## config.mk

```make
export PLATFORM = sky130hd
export DESIGN_NAME = prog_loader
export DESIGN_NICKNAME = d
export VERILOG_FILES = /design/src/rtl/prog_loader.sv
export SDC_FILE = /design/constraint.sdc
export NUM_CORES = 1
export LEC_CHECK = 0
export BUFFER_PORTS_ARGS = -buffer_cell sky130_fd_sc_hd__buf_4
export CAP_MARGIN = 20
export CORE_MARGIN = 1.5
export CORE_UTILIZATION = 40
export DETAILED_ROUTE_END_ITERATION = 10
export GPL_ROUTABILITY_DRIVEN = 1
export PLACE_DENSITY_LB_ADDON = 0.3
export RECOVER_POWER = 25
export SLEW_MARGIN = 5
export SYNTH_ARGS = -nofsm -noshare
export SYNTH_HDL_FRONTEND = slang
export SYNTH_SLANG_ARGS = --single-unit
```

## constraint.sdc

```tcl
create_clock -name clk -period 1.45 [get_ports clk]
set_input_delay 0.0725 -clock clk [delete_from_list [all_inputs] [get_ports clk]]
set_output_delay 0.0725 -clock clk [all_outputs]
set_load 0.005 [all_outputs]
```

## src/rtl/prog_loader.sv

```systemverilog
// Byte-serial loader: parses MAGIC/TARGET/BASE/COUNT frames and streams 16-bit words into instruction or data memory.
// Optional trailing XOR checksum byte enabled by defining PROG_LOADER_CHECKSUM_EN.
module prog_loader #(
    parameter logic [7:0] MAGIC  = 8'hA5,
    parameter int         ADDR_W = 8
) (
    input  logic              clk,
    input  logic              rst,
    input  logic              in_valid,
    input  logic [7:0]        in_data,
    output logic              in_ready,
    output logic              wr_en,
    output logic              wr_sel,
    output logic [ADDR_W-1:0] wr_addr,
    output logic [15:0]       wr_data,
    output logic              cpu_hold,
    output logic              frame_done,
    output logic              frame_err
);

    typedef enum logic [3:0] {
        S_IDLE = 4'd0,
        S_TGT  = 4'd1,
        S_BASE = 4'd2,
        S_CNT  = 4'd3,
        S_HI   = 4'd4,
        S_LO   = 4'd5,
        S_WR   = 4'd6,
        S_CSUM = 4'd7,
        S_END  = 4'd8
    } state_t;

    state_t              state_q, state_d;
    logic                wr_sel_q, wr_sel_d;
    logic [ADDR_W-1:0]   ptr_q, ptr_d;
    logic [8:0]          rem_q, rem_d;
    logic [7:0]          hi_q, hi_d;
    logic [7:0]          csum_q, csum_d;
    logic                in_ready_q, in_ready_d;
    logic                wr_en_q, wr_en_d;
    logic [ADDR_W-1:0]   wr_addr_q, wr_addr_d;
    logic [15:0]         wr_data_q, wr_data_d;
    logic                cpu_hold_q, cpu_hold_d;
    logic                frame_done_q, frame_done_d;
    logic                frame_err_q, frame_err_d;
    logic                xfer_s;

    assign xfer_s     = in_valid & in_ready_q;
    assign in_ready   = in_ready_q;
    assign wr_en      = wr_en_q;
    assign wr_sel     = wr_sel_q;
    assign wr_addr    = wr_addr_q;
    assign wr_data    = wr_data_q;
    assign cpu_hold   = cpu_hold_q;
    assign frame_done = frame_done_q;
    assign frame_err  = frame_err_q;

    // State and output registers
    always_ff @(posedge clk) begin
        if (rst) begin
            state_q      <= S_IDLE;
            wr_sel_q     <= 1'b0;
            ptr_q        <= '0;
            rem_q        <= 9'd0;
            hi_q         <= 8'd0;
            csum_q       <= 8'd0;
            in_ready_q   <= 1'b1;
            wr_en_q      <= 1'b0;
            wr_addr_q    <= '0;
            wr_data_q    <= 16'd0;
            cpu_hold_q   <= 1'b1;
            frame_done_q <= 1'b0;
            frame_err_q  <= 1'b0;
        end else begin
            state_q      <= state_d;
            wr_sel_q     <= wr_sel_d;
            ptr_q        <= ptr_d;
            rem_q        <= rem_d;
            hi_q         <= hi_d;
            csum_q       <= csum_d;
            in_ready_q   <= in_ready_d;
            wr_en_q      <= wr_en_d;
            wr_addr_q    <= wr_addr_d;
            wr_data_q    <= wr_data_d;
            cpu_hold_q   <= cpu_hold_d;
            frame_done_q <= frame_done_d;
            frame_err_q  <= frame_err_d;
        end
    end

    // Next-state and frame-context update
    always_comb begin
        state_d  = state_q;
        wr_sel_d = wr_sel_q;
        ptr_d    = ptr_q;
        rem_d    = rem_q;
        hi_d     = hi_q;
        csum_d   = csum_q;
        case (state_q)
            S_IDLE: begin
                if (xfer_s && (in_data == MAGIC)) begin
                    state_d = S_TGT;
                    csum_d  = 8'd0;
                end else begin
                    state_d = S_IDLE;
                end
            end
            S_TGT: begin
                if (xfer_s) begin
                    if (in_data[7:1] == 7'd0) begin
                        wr_sel_d = in_data[0];
                        state_d  = S_BASE;
                    end else begin
                        state_d  = S_IDLE;
                    end
                end else begin
                    state_d = S_TGT;
                end
            end
            S_BASE: begin
                if (xfer_s) begin
                    ptr_d   = in_data[ADDR_W-1:0];
                    state_d = S_CNT;
                end else begin
                    state_d = S_BASE;
                end
            end
            S_CNT: begin
                if (xfer_s) begin
                    rem_d   = (in_data == 8'd0) ? 9'd256 : {1'b0, in_data};
                    state_d = S_HI;
                end else begin
                    state_d = S_CNT;
                end
            end
            S_HI: begin
                if (xfer_s) begin
                    hi_d    = in_data;
                    csum_d  = csum_q ^ in_data;
                    state_d = S_LO;
                end else begin
                    state_d = S_HI;
                end
            end
            S_LO: begin
                if (xfer_s) begin
                    csum_d  = csum_q ^ in_data;
                    state_d = S_WR;
                end else begin
                    state_d = S_LO;
                end
            end
            S_WR: begin
                ptr_d = ptr_q + {{(ADDR_W-1){1'b0}}, 1'b1};
                rem_d = rem_q - 9'd1;
                if (rem_q == 9'd1) begin
`ifdef PROG_LOADER_CHECKSUM_EN
                    state_d = S_CSUM;
`else
                    state_d = S_END;
`endif
                end else begin
                    state_d = S_HI;
                end
            end
`ifdef PROG_LOADER_CHECKSUM_EN
            S_CSUM: begin
                if (xfer_s) begin
                    state_d = (in_data == csum_q) ? S_END : S_IDLE;
                end else begin
                    state_d = S_CSUM;
                end
            end
`endif
            S_END:   state_d = S_IDLE;
            default: state_d = S_IDLE;
        endcase
    end

    // Registered output values, derived from the upcoming state
    always_comb begin
        in_ready_d   = !((state_d == S_WR) || (state_d == S_END));
        wr_en_d      = (state_d == S_WR);
        frame_done_d = (state_d == S_END);
        wr_addr_d    = wr_addr_q;
        wr_data_d    = wr_data_q;
        cpu_hold_d   = cpu_hold_q;
        frame_err_d  = 1'b0;
        if (state_d == S_WR) begin
            wr_addr_d = ptr_q;
        end else begin
            wr_addr_d = wr_addr_q;
        end
        if ((state_q == S_LO) && xfer_s) begin
            wr_data_d = {hi_q, in_data};
        end else begin
            wr_data_d = wr_data_q;
        end
        case (state_q)
            S_TGT: begin
                if (xfer_s && (in_data == 8'd0)) begin
                    cpu_hold_d = 1'b1;
                end else begin
                    cpu_hold_d = cpu_hold_q;
                end
                frame_err_d = xfer_s && (in_data[7:1] != 7'd0);
            end
`ifdef PROG_LOADER_CHECKSUM_EN
            S_CSUM: begin
                frame_err_d = xfer_s && (in_data != csum_q);
            end
`endif
            // Only a clean instruction frame releases the core
            S_END: begin
                if (!wr_sel_q) begin
                    cpu_hold_d = 1'b0;
                end else begin
                    cpu_hold_d = cpu_hold_q;
                end
            end
            default: begin
                cpu_hold_d  = cpu_hold_q;
                frame_err_d = 1'b0;
            end
        endcase
    end

endmodule

```

Word level (Yosys, flattened, before mapping)
Index checks and enable logic that the tools add are counted.

Add/sub/neg operators: 2. Eq/ne operators: 15. Muxes and demuxes: 17. Bitwise gates (word level): 2. Reduce and logical (&&, ||, !) cells: 19.

Operator list (number): $pmux W4 S7 (1); $mux W9 (2); $pmux W9 S2 (1); $eq A4 B3 Y1 const B (4); $pmux W8 S2 (1); $eq A9 B1 Y1 const B (1); $sub A9 B1 Y9 const B (1); $add A8 B1 Y8 const B (1); $eq A4 B2 Y1 const B (2); $eq A4 B4 Y1 const B (2); $eq A8 B8 Y1 const B (1); $logic_not A8 Y1 (1); $mux W4 (2); $mux W8 (1); $ne A2 B2 Y1 const B (4); $logic_not A7 Y1 (1); $reduce_bool A7 Y1 (1); $reduce_and A2 Y1 (3); $reduce_and A3 Y1 (2); $reduce_bool A2 Y1 (3); $mux W1 (5); $eq A4 B1 Y1 const B (1); $logic_and A1 B1 Y1 (4); $logic_not A4 Y1 (1); other kinds (8) (9).

Register bits: 59. Input bits: 11. Output and inout bits: 30. Word-level logic and storage cells: 67.

Depth between registers and ports, before layout
Gate-level depths: netlist of the first run.

Depth after elaboration: 7. Depth in mapped cells: 7. Depth with buffers taken out: 6.

Worst setup path after synthesis of the first run
Ideal clock, no wire load.

Path type: reg-to-reg. Start: register state_q[0]. End: register ptr_q[0]. Library setup time: 0.115 ns. Arrival time: 1.474 ns. Required time: 1.335 ns. Setup slack: -0.140 ns. Stages on the path, launching flop included: 7. Buffers on the path: 2. Clock period less this slack: 1.590 ns. Cells stage by stage: dfxtp_1 > buf_2 > nand2b_1 > or4_1 > buf_2 > mux2i_1 > o21ba_2.

Cells in the longest elaborated chain, start to end: 3. Elaborated cells on any way between the ends: 6. Those cells by class: eq/ne (3); mux (1); reduce/logical (2).

Ends and longest elaborated chain: from (decl) (RTL line 33) `state_t state_q, state_d;`; from (signal assigned) (RTL line 75) `state_q <= state_d;`; $eq A4 B2 Y1 / $eq A4 B3 Y1 (equally long branches) (RTL line 99) `case (state_q)`; $ne A2 B2 Y1 (no line) / $reduce_bool A2 Y1 (equally long branches); $reduce_and A2 Y1 (no line); to (signal assigned) (RTL line 77) `ptr_q <= ptr_d;`; to (decl) (RTL line 35) `logic [ADDR_W-1:0] ptr_q, ptr_d;`.

Several ways; a longest one is shown, not always the timed one. A chain may end at the register's enable or synchronous reset.

Worst setup path after layout of the first run
Ends and elaborated chain as after synthesis.

==> results of run 1 <==
logic make-up after synthesis:
family                   after synthesis  synth area share [%]
adder cells (fa/ha/maj)                3                 1.458
AND/OR/NAND/NOR                      135                 26.09
buffers and inverters                 26                 4.616
XOR/XNOR                               1                0.3402
AO/OA/AOI/OAI                         75                 17.74
flip-flops                            59                 45.87
multiplexers                          10                 3.887
worst paths after layout:
path / start / end / slack [ns] / cells past startpoint
worst max-delay path: state_q[0] / ptr_q[0] / -0.06 / 4
worst min-delay path: in_data[4] / wr_data[4] / 0.01 / 3
worst max register to register: state_q[0] / ptr_q[0] / -0.06 / 4
worst min register to register: wr_data[4] / wr_data[4] / 0.45 / 2
state kept, by name, summed over array words and instances, names as in the netlist:
| name | flops |
|---|---|
| cpu_hold | 1 |
| frame_done | 1 |
| frame_err | 1 |
| hi_q | 8 |
| in_ready | 1 |
| ptr_q | 8 |
| rem_q | 9 |
| state_q | 4 |
| wr_addr | 8 |
| wr_data | 16 |
| wr_en | 1 |
| wr_sel | 1 |
worst max-delay path: cells and delay by family, from the launching register on:
family / cells / cell delay (ns)
simple gates: 2 / 0.71
flops: 1 / 0.36
compound gates: 1 / 0.19
mux: 1 / 0.15
per-layer routing:
layer / global-route usage [%] / vias to the layer above
met1: 27.16 / 1189
li1: - / 1238
met4: 11.97 / 0
met5: 0 / -
met3: 4.076 / 17
met2: 32.37 / 71
repair_timing:
action                                 4_1_cts  5_1_grt
setup endpoints to repair                   18       29
endpoints found under the hold margin        0        0
resized for setup                           12       17
setup buffers                                1        3
pin swaps                                    1        3
power breakdown:
part / switching (mW) / total, mW / internal [mW]
clock network: 0.685 / 1.56 / 0.874
registers: 0.000128 / 1.62 / 1.62
logic: 0.0670 / 0.103 / 0.0359
metrics by stage:
| stage | setup TNS [ns] | power [mW] | std cells | hold slack [ns] |
|---|---|---|---|---|
| finish | -0.3043 | 3.278 | 466 | 0.01081 |
| global route | -0.7986 | 3.367 | 466 | 0.01859 |
| CTS | -0.2553 | 3.286 | 463 | 0.01133 |
| detailed placement | -0.9220 | 1.758 | 447 | 0.3770 |
| global placement | -0.6100 | 1.758 | 447 | 0.3698 |
| floorplan | -0.4036 | 1.688 | 309 | 0.1652 |
synthesized netlist by cell type, types with 3 or more instances:
master	number	share of area [%]
sky130_fd_sc_hd__nand2b_1	3	0.73
sky130_fd_sc_hd__a21o_1	3	0.87
sky130_fd_sc_hd__nand4_1	5	1.2
sky130_fd_sc_hd__nor3b_1	3	0.87
sky130_fd_sc_hd__nor2_1	25	3.6
sky130_fd_sc_hd__o21ai_0	7	1.4
sky130_fd_sc_hd__nand2_1	63	9.2
sky130_fd_sc_hd__ha_1	3	1.5
sky130_fd_sc_hd__buf_2	5	0.97
sky130_fd_sc_hd__o211ai_1	4	1.2
sky130_fd_sc_hd__mux2i_1	10	3.9
sky130_fd_sc_hd__a31oi_1	3	0.73
sky130_fd_sc_hd__clkbuf_1	11	1.6
sky130_fd_sc_hd__a21oi_1	40	7.8
sky130_fd_sc_hd__nor3_1	6	1.2
sky130_fd_sc_hd__a211oi_1	6	1.7
sky130_fd_sc_hd__inv_1	5	0.73
sky130_fd_sc_hd__nand3_1	8	1.6
sky130_fd_sc_hd__dfxtp_1	59	46
sky130_fd_sc_hd__a2bb2oi_1	3	1.0
area by class of cell:
cell class                      count  area (sq um)  share of cell area, %
Sequential cell                    59          1194                  33.32
Clock buffer                       11         151.4                  4.226
Timing Repair Buffer               86         681.9                  19.04
Multi-Input combinational cell    224          1390                  38.81
Clock inverter                      4         50.05                  1.397
Inverter                            5         18.77                 0.5239
Tap cell                           77         96.34                  2.689
==> flow_summary.ini, run 1 <==
[synthesis]
netlist-cell-type-count = 49
synth-edff-count = 0
yosysWarningCount = 0
synth-async-reset-ratio_pct = 0
synth.net_count = 323
synthCells = 309
post_synth.cell_area_avg_sq_um = 8.333
synthesis.area_sq_um = 2575
ys_dominant_reg_cell = sky130_fd_sc_hd__dfxtp_1
register_bit_total_from_synthesis = 59
ys_seq_area_share_pct = 45.87

[setup_path]
critical_path.slowest_cell = sky130_fd_sc_hd__or4_4
critPathArrivalTime_ns = 1.75
max_stage_delay_ns = 0.56
worst_ep_required_time_ns = 1.70
cp_max_fo = 10
path_cells = nand2b_4 -> or4_4 -> mux2i_1 -> o21ba_2
setup.worst_path.start_class = register
worst-setup-path-type = register to register
end_kind = register

[cts]
cts_root_buf = sky130_fd_sc_hd__clkbuf_8
path_clk_slew_ns = 0.07
cts_buffers = 9
cts.htree.levels = 3
cts_sinks = 59
cts-hold-fix-buffers = 0
tritoncts_clock_tree = yes
cts_buffer_depth = 2
clock_latency_ns = 0.35

[timing]
final_hold_viol_count = 0
max_slew.worst_pin.slew_ns = 0.4579
fmax_mhz = 664.1
slew_violations = 0
post-route-min-period_ns = 1.506
timing.clock.skew_ns = 0.005986
rsz0062_at_grt = true
layout_worst_path_cycle_share_pct = 103.9
setup_viol_count_final = 9
timing.slew.headroom_pct = 69.47
timing.final.ws_setup_ns = -0.05590

[routing]
vias = 2515
dr.first_iter.drc_count = 160
route.final.wire_length_mm = 7.069
remaining_design_rule_violation_count = 0
drt-vias-per-instance = 5.397
wl_met2_mm = 3.286
wl_per_cell_um = 15.17
drt-pass1-iter-count = 4
wirelength_met1_mm = 3.262
wl_met3_um = 332
highest-signal-layer = met4
antenna_left = 0

[job]
number_of_max_cap_violations = 0

[power_and_ir_drop]
worst_ir_drop_vdd_uv = 498.6
leakagePower_nw = 1.447
p_per_area_nw_per_um2 = 915.0

[finish]
area_growth_pct = 39.12
diodes = 0
layout.nets = 399
final_common_cell = sky130_fd_sc_hd__buf_4
final_area_sq_um = 3582
final_cell_mix = 63 x sky130_fd_sc_hd__buf_4, 62 x sky130_fd_sc_hd__nand2_1, 53 x sky130_fd_sc_hd__dfxtp_1
final_util_pct = 57.07
post_route_cells_drive_above_1_share_pct = 34.96
n_fill_cell = 601

[floorplanning]
std_cell_rows = 29
die_x_um = 83.24
die-area_sq_um = 6928
core_sq_um = 6277
chipHeight_um = 83.24
num_io_pins = 41
starting_density_of_the_core_pct = 41.02

[place]
port_buffers = 40
place_ws_ns = -0.09339
dp.final_hpwl_mm = 4.745
gpl.final_weighted_congestion = 0.8527
post_dp_cell_area_sq_um = 3246

[min_path]
min-delay-path-class = input pin to register

[grt]
grt_util_all_layers_pct = 20.90
grt_first_pass_wirelength_mm = 11.36
gr-total-overflow = 0
first_global_vias = 2333
initial_antenna_violation_count = 0
grt_start_max_net_pins = 43

[outcome]
failed_checks = setup timing
run_status = complete, but fails checks
Note: power is estimated with default switching activity, not from simulation.
==> run 2: changes to the inputs <==
CORE_MARGIN = unset   (was 1.5)
==> run 2 against run 1 <==
Effect of this change: the flow still finishes with violations (setup timing); fmax increased by 3.2%; clock power up 15%; global-route usage up 0.54 points; register-to-register slack better by 0.05 ns; routed wire length down 5.1%; via count down 1.9%; largest cell class unchanged.
==> flow_summary.ini, run 2 (synthesis gave the netlist of run 1 again) <==
[setup_path]
worst_ep_required_time_ns = 1.68
critical_path.slowest_cell = sky130_fd_sc_hd__or4_4
end_kind = register
critical_path.reg2reg.startpoint = state_q[0]
max_stage_delay_ns = 0.49
rrSetupSlack_ns = -0.01
worst-setup-path-type = register to register
cp_max_fo = 10
setup.worst_path.start_class = register
reg2regPathDepth = 4
regToRegEndpoint = ptr_q[0]
critPathArrivalTime_ns = 1.69
path_cells = nand2b_4 -> or4_4 -> mux2i_1 -> o21ba_2

[timing]
timing.slew.headroom_pct = 74.21
max_slew.worst_pin.slew_ns = 0.3869
setup_viol_count_final = 1
fmax_mhz = 685.1
slew_violations = 0
timing.clock.skew_ns = 0.003566
post-route-min-period_ns = 1.460
final_hold_viol_count = 0
rsz0062_at_grt = true
timing.final.ws_setup_ns = -0.009638
layout_worst_path_cycle_share_pct = 100.7
hold_slack_ns = 0.02643

[job]
number_of_max_cap_violations = 0

[min_path]
hold-path-endpoint = wr_data[6]
hp-start = in_data[6]
holdPathStages = 3
min-delay-path-class = input pin to register

[place]
dp.final_hpwl_mm = 4.677
port_buffers = 40
placed_insts = 442
gpl.final_weighted_congestion = 0.8727
post_dp_cell_area_sq_um = 3208

[power_and_ir_drop]
p_per_area_nw_per_um2 = 968.4
worst_ir_drop_vdd_uv = 865.1
leakagePower_nw = 1.450

[finish]
final_cell_mix = 67 x sky130_fd_sc_hd__buf_4, 62 x sky130_fd_sc_hd__nand2_1, 52 x sky130_fd_sc_hd__dfxtp_1
layout.cells.non_filler = 462
diodes = 0
layout.nets = 396
final_util_pct = 59.58
final_area_sq_um = 3611
seq_area_sq_um = 1202
largest_register_ff_count = 16
area_growth_pct = 40.23
final_common_cell = sky130_fd_sc_hd__buf_4
n_fill_cell = 519
multiInputGateArea_sq_um = 1398
post_route_cells_drive_above_1_share_pct = 34.37

[cts]
cts_buffer_depth = 2
tritoncts_clock_tree = yes
cts_buffers = 9
path_clk_slew_ns = 0.06
cts_root_buf = sky130_fd_sc_hd__clkbuf_8
clock_latency_ns = 0.33
cts.htree.levels = 3
cts_sinks = 59

[outcome]
run_status = complete, but fails checks
failed_checks = setup timing

[floorplanning]
chipHeight_um = 82.24
core_sq_um = 6061
die-area_sq_um = 6763
std_cell_rows = 28
die_x_um = 82.24
starting_density_of_the_core_pct = 42.49
num_io_pins = 41

[grt]
grt_util_all_layers_pct = 21.45
gr-total-overflow = 0
grt_first_pass_wirelength_mm = 10.75
first_global_vias = 2174
initial_antenna_violation_count = 0
grt_start_max_net_pins = 33

[routing]
drt-vias-per-instance = 5.340
remaining_design_rule_violation_count = 0
antenna_left = 0
dr.first_iter.drc_count = 174
vias = 2467
route.final.wire_length_mm = 6.711
wl_per_cell_um = 14.53
drt-pass1-iter-count = 4
run 2: layout make-up:
cell class	count	area share [%]
tap	75	2.599
clock buffer	13	4.955
timing repair buffer	83	18.05
inverter	5	0.5198
sequential	59	33.30
clock inverter	3	1.871
multi-input combinational	224	38.70
run 2: worst max-delay path: cells and delay by family (launching register included):
kind / cells / cell delay [ns]
flip-flops: 1 / 0.37
multiplexers: 1 / 0.15
AO/OA/AOI/OAI: 1 / 0.19
AND/OR/NAND/NOR: 2 / 0.64
run 2: where the power goes:
| part | leakage, nW | total, mW | internal [mW] | switching [mW] |
|---|---|---|---|---|
| logic | 0.849 | 0.100 | 0.0349 | 0.0651 |
| registers | 0.479 | 1.61 | 1.61 | 0.000158 |
| clock network | 0.122 | 1.79 | 1.16 | 0.630 |
| total | 1.45 | 3.50 | 2.80 | 0.695 |
run 2: worst max path at each step:
stage,from,to,cells after the start
2_1_floorplan,state_q[3],ptr_q[7],6
3_3_place_gp,state_q[0],ptr_q[0],4
3_5_place_dp,state_q[1],wr_addr[0],6
4_1_cts,state_q[1],in_ready,6
5_1_grt,state_q[0],ptr_q[6],4
6_report,state_q[0],ptr_q[0],4
run 2: metrics by stage:
stage	TNS, ns	worst slack (ns)	power, mW
3_3_place_gp	-0.3199	-0.02702	1.754
5_1_grt	-0.6046	-0.04630	3.629
3_5_place_dp	-1.285	-0.07414	1.753
4_1_cts	0	0.0004665	3.538
6_report	-0.009638	-0.009638	3.497
2_1_floorplan	-0.4036	-0.08076	1.688
run 2: timing repair:
item                                    in CTS  in global routing
buffers inserted                             0                  4
gates resized for setup                      7                 24
endpoints found under the hold margin        0                  0
hold buffers                                 0                  0
pin swaps                                    1                  7
endpoints found under the setup margin      34                 42
run 2: routing by layer:
metal	vias to the layer above	wire length (um)	share of wire, %	track usage (%)
li1	1236	-	-	-
met1	1166	3205	48	28.81
met2	56	3075	46	32.64
met3	9	350	5.2	6.154
met4	0	79	1.2	7.368
met5	-	0	0	0
==> run 3: changes to the inputs <==
CORE_MARGIN = 1.5   (was unset)
SETUP_SLACK_MARGIN = 0.5   (was unset)
==> run 3 against run 2 <==
Effect of this change: the flow still finishes with violations (setup timing); non-clock buffer count increased by 11; final area increased by 12%; sequential share of layout area decreased by 3.6 points; setup slack got worse by 0.062 ns; via count increased by 9.4%; clock power decreased by 6%; global-route usage increased by 1.3 points; first-iteration DRC count increased by 30%; final cell count increased by 3.2%; combinational power increased by 9%; sequential power about the same.
==> flow_summary.ini, run 3 (synthesis gave the netlist of run 1 again) <==
[outcome]
run_status = complete, but fails checks
failed_checks = setup timing

[min_path]
holdPathStages = 3
hp-start = in_data[4]
hold-path-endpoint = wr_data[4]
min-delay-path-class = input pin to register

[timing]
layout_worst_path_cycle_share_pct = 104.9
max_slew.worst_pin.slew_ns = 0.4112
fmax_mhz = 657.3
post-route-min-period_ns = 1.521
timing.slew.headroom_pct = 72.37
final_hold_viol_count = 0
timing.final.ws_setup_ns = -0.07130
setup_viol_count_final = 15
slew_violations = 0
timing.clock.skew_ns = 0.009531
rsz0062_at_grt = true

[finish]
largest_register_ff_count = 16
post_route_cells_drive_above_1_share_pct = 48.25
final_util_pct = 64.66
final_cell_mix = 63 x sky130_fd_sc_hd__buf_4, 57 x sky130_fd_sc_hd__nand2_1, 50 x sky130_fd_sc_hd__dfxtp_1
diodes = 0
layout.nets = 410
final_common_cell = sky130_fd_sc_hd__buf_4
layout.cells.non_filler = 477
area_growth_pct = 57.63
final_area_sq_um = 4059

[setup_path]
critical_path.reg2reg.startpoint = state_q[0]
crit_path_buffers_inverters = 1
path_cells = buf_6 -> and4bb_4 -> nand4_1 -> o211a_1 -> nor4_2
reg2regPathDepth = 5
worst-setup-path-type = register to register
max_stage_delay_ns = 0.37
critical_path.slowest_cell = sky130_fd_sc_hd__dfxtp_4
worst_ep_required_time_ns = 1.71
cp_max_fo = 6
critPathArrivalTime_ns = 1.78
setup.worst_path.start_class = register
critical_path.top_delay_family = simple AND/OR/NAND/NOR gates
regToRegEndpoint = ptr_q[6]
end_kind = register
rrSetupSlack_ns = -0.07

[cts]
path_clk_slew_ns = 0.07
clock_latency_ns = 0.35
cts_buffers = 9
tritoncts_clock_tree = yes
cts_sinks = 59
cts.htree.levels = 3
cts_buffer_depth = 2
cts_root_buf = sky130_fd_sc_hd__clkbuf_8

[floorplanning]
core_sq_um = 6277
std_cell_rows = 29
starting_density_of_the_core_pct = 41.02
die_x_um = 83.24
num_io_pins = 41
chipHeight_um = 83.24
die-area_sq_um = 6928

[place]
port_buffers = 40
post_dp_cell_area_sq_um = 3218
gpl.final_weighted_congestion = 0.8857
dp.final_hpwl_mm = 4.521
placed_insts = 432

[routing]
route.final.wire_length_mm = 8.763
drt-vias-per-instance = 5.656
dr.first_iter.drc_count = 226
wl_per_cell_um = 18.37
vias = 2698
drt-pass1-iter-count = 4
antenna_left = 0
remaining_design_rule_violation_count = 0

[power_and_ir_drop]
worst_ir_drop_vdd_uv = 674.1
leakagePower_nw = 1.590
p_per_area_nw_per_um2 = 840.1

[grt]
gr-total-overflow = 0
initial_antenna_violation_count = 0
grt_start_max_net_pins = 30
grt_first_pass_wirelength_mm = 12.41
grt_util_all_layers_pct = 22.79
first_global_vias = 2425

[job]
number_of_max_cap_violations = 0
## run 3: worst max path at each step
stage | startpoint | endpoint | slack, ns | cells after the start
2_1_floorplan | state_q[3] | ptr_q[7] | -0.08 | 6
6_report | state_q[0] | ptr_q[6] | -0.07 | 5
5_1_grt | state_q[0] | ptr_q[6] | -0.14 | 5
3_3_place_gp | state_q[3] | cpu_hold | 0.01 | 4
4_1_cts | state_q[0] | ptr_q[3] | 0.02 | 5
3_5_place_dp | state_q[1] | ptr_q[6] | -0.03 | 4
## run 3: final cells by class
cell class / instances / area, sq um
clock inverter: 5 / 77.57
timing repair buffer: 94 / 858.3
clock buffer: 10 / 137.6
fill: 503 / 2218
sequential: 59 / 1207
tap: 77 / 96.34
multi-input combinational: 227 / 1663
inverter: 5 / 18.77
## run 3: worst min-delay path, cell delays in order
cell and delay (ns):
sky130_fd_sc_hd__buf_4 0.14, sky130_fd_sc_hd__nand2_1 0.05, sky130_fd_sc_hd__a21oi_1 0.05
## run 3: repair_timing
item | CTS | global route
cloned | 4 | 3
pin swaps | 19 | 22
endpoints found under the setup margin | 60 | 60
hold buffers | 0 | 0
buffers inserted | 15 | 8
gates resized for setup | 43 | 45
## run 3: per-stage QoR
step	power, mW	setup WS (ns)	TNS [ns]	hold slack (ns)
global route	3.485	-0.1404	-1.386	0.02194
finish	3.410	-0.07130	-0.3468	0.009336
detailed placement	1.753	-0.02670	-0.05013	0.3766
global placement	1.754	0.009647	0	0.3638
floorplan	1.688	-0.08073	-0.5167	0.1496
CTS	3.403	0.01702	0	0.01067
## run 3: power by group
group | total, mW | switching, mW | leakage, nW | internal, mW
Combinational | 0.109 | 0.0761 | 1.00 | 0.0333
Sequential | 1.61 | 0.000155 | 0.480 | 1.61
Clock | 1.69 | 0.694 | 0.108 | 0.998
Total | 3.41 | 0.770 | 1.59 | 2.64
## run 3: layer usage
layer | GRT usage (%) | up-vias | share of wire, % | wire length (um)
met2 | 35.99 | 97 | 49 | 4288
met5 | 0 | - | 0 | 0
li1 | - | 1270 | - | -
met1 | 29.46 | 1307 | 43 | 3755
met3 | 5.368 | 24 | 5.7 | 500
met4 | 10.76 | 0 | 2.5 | 218
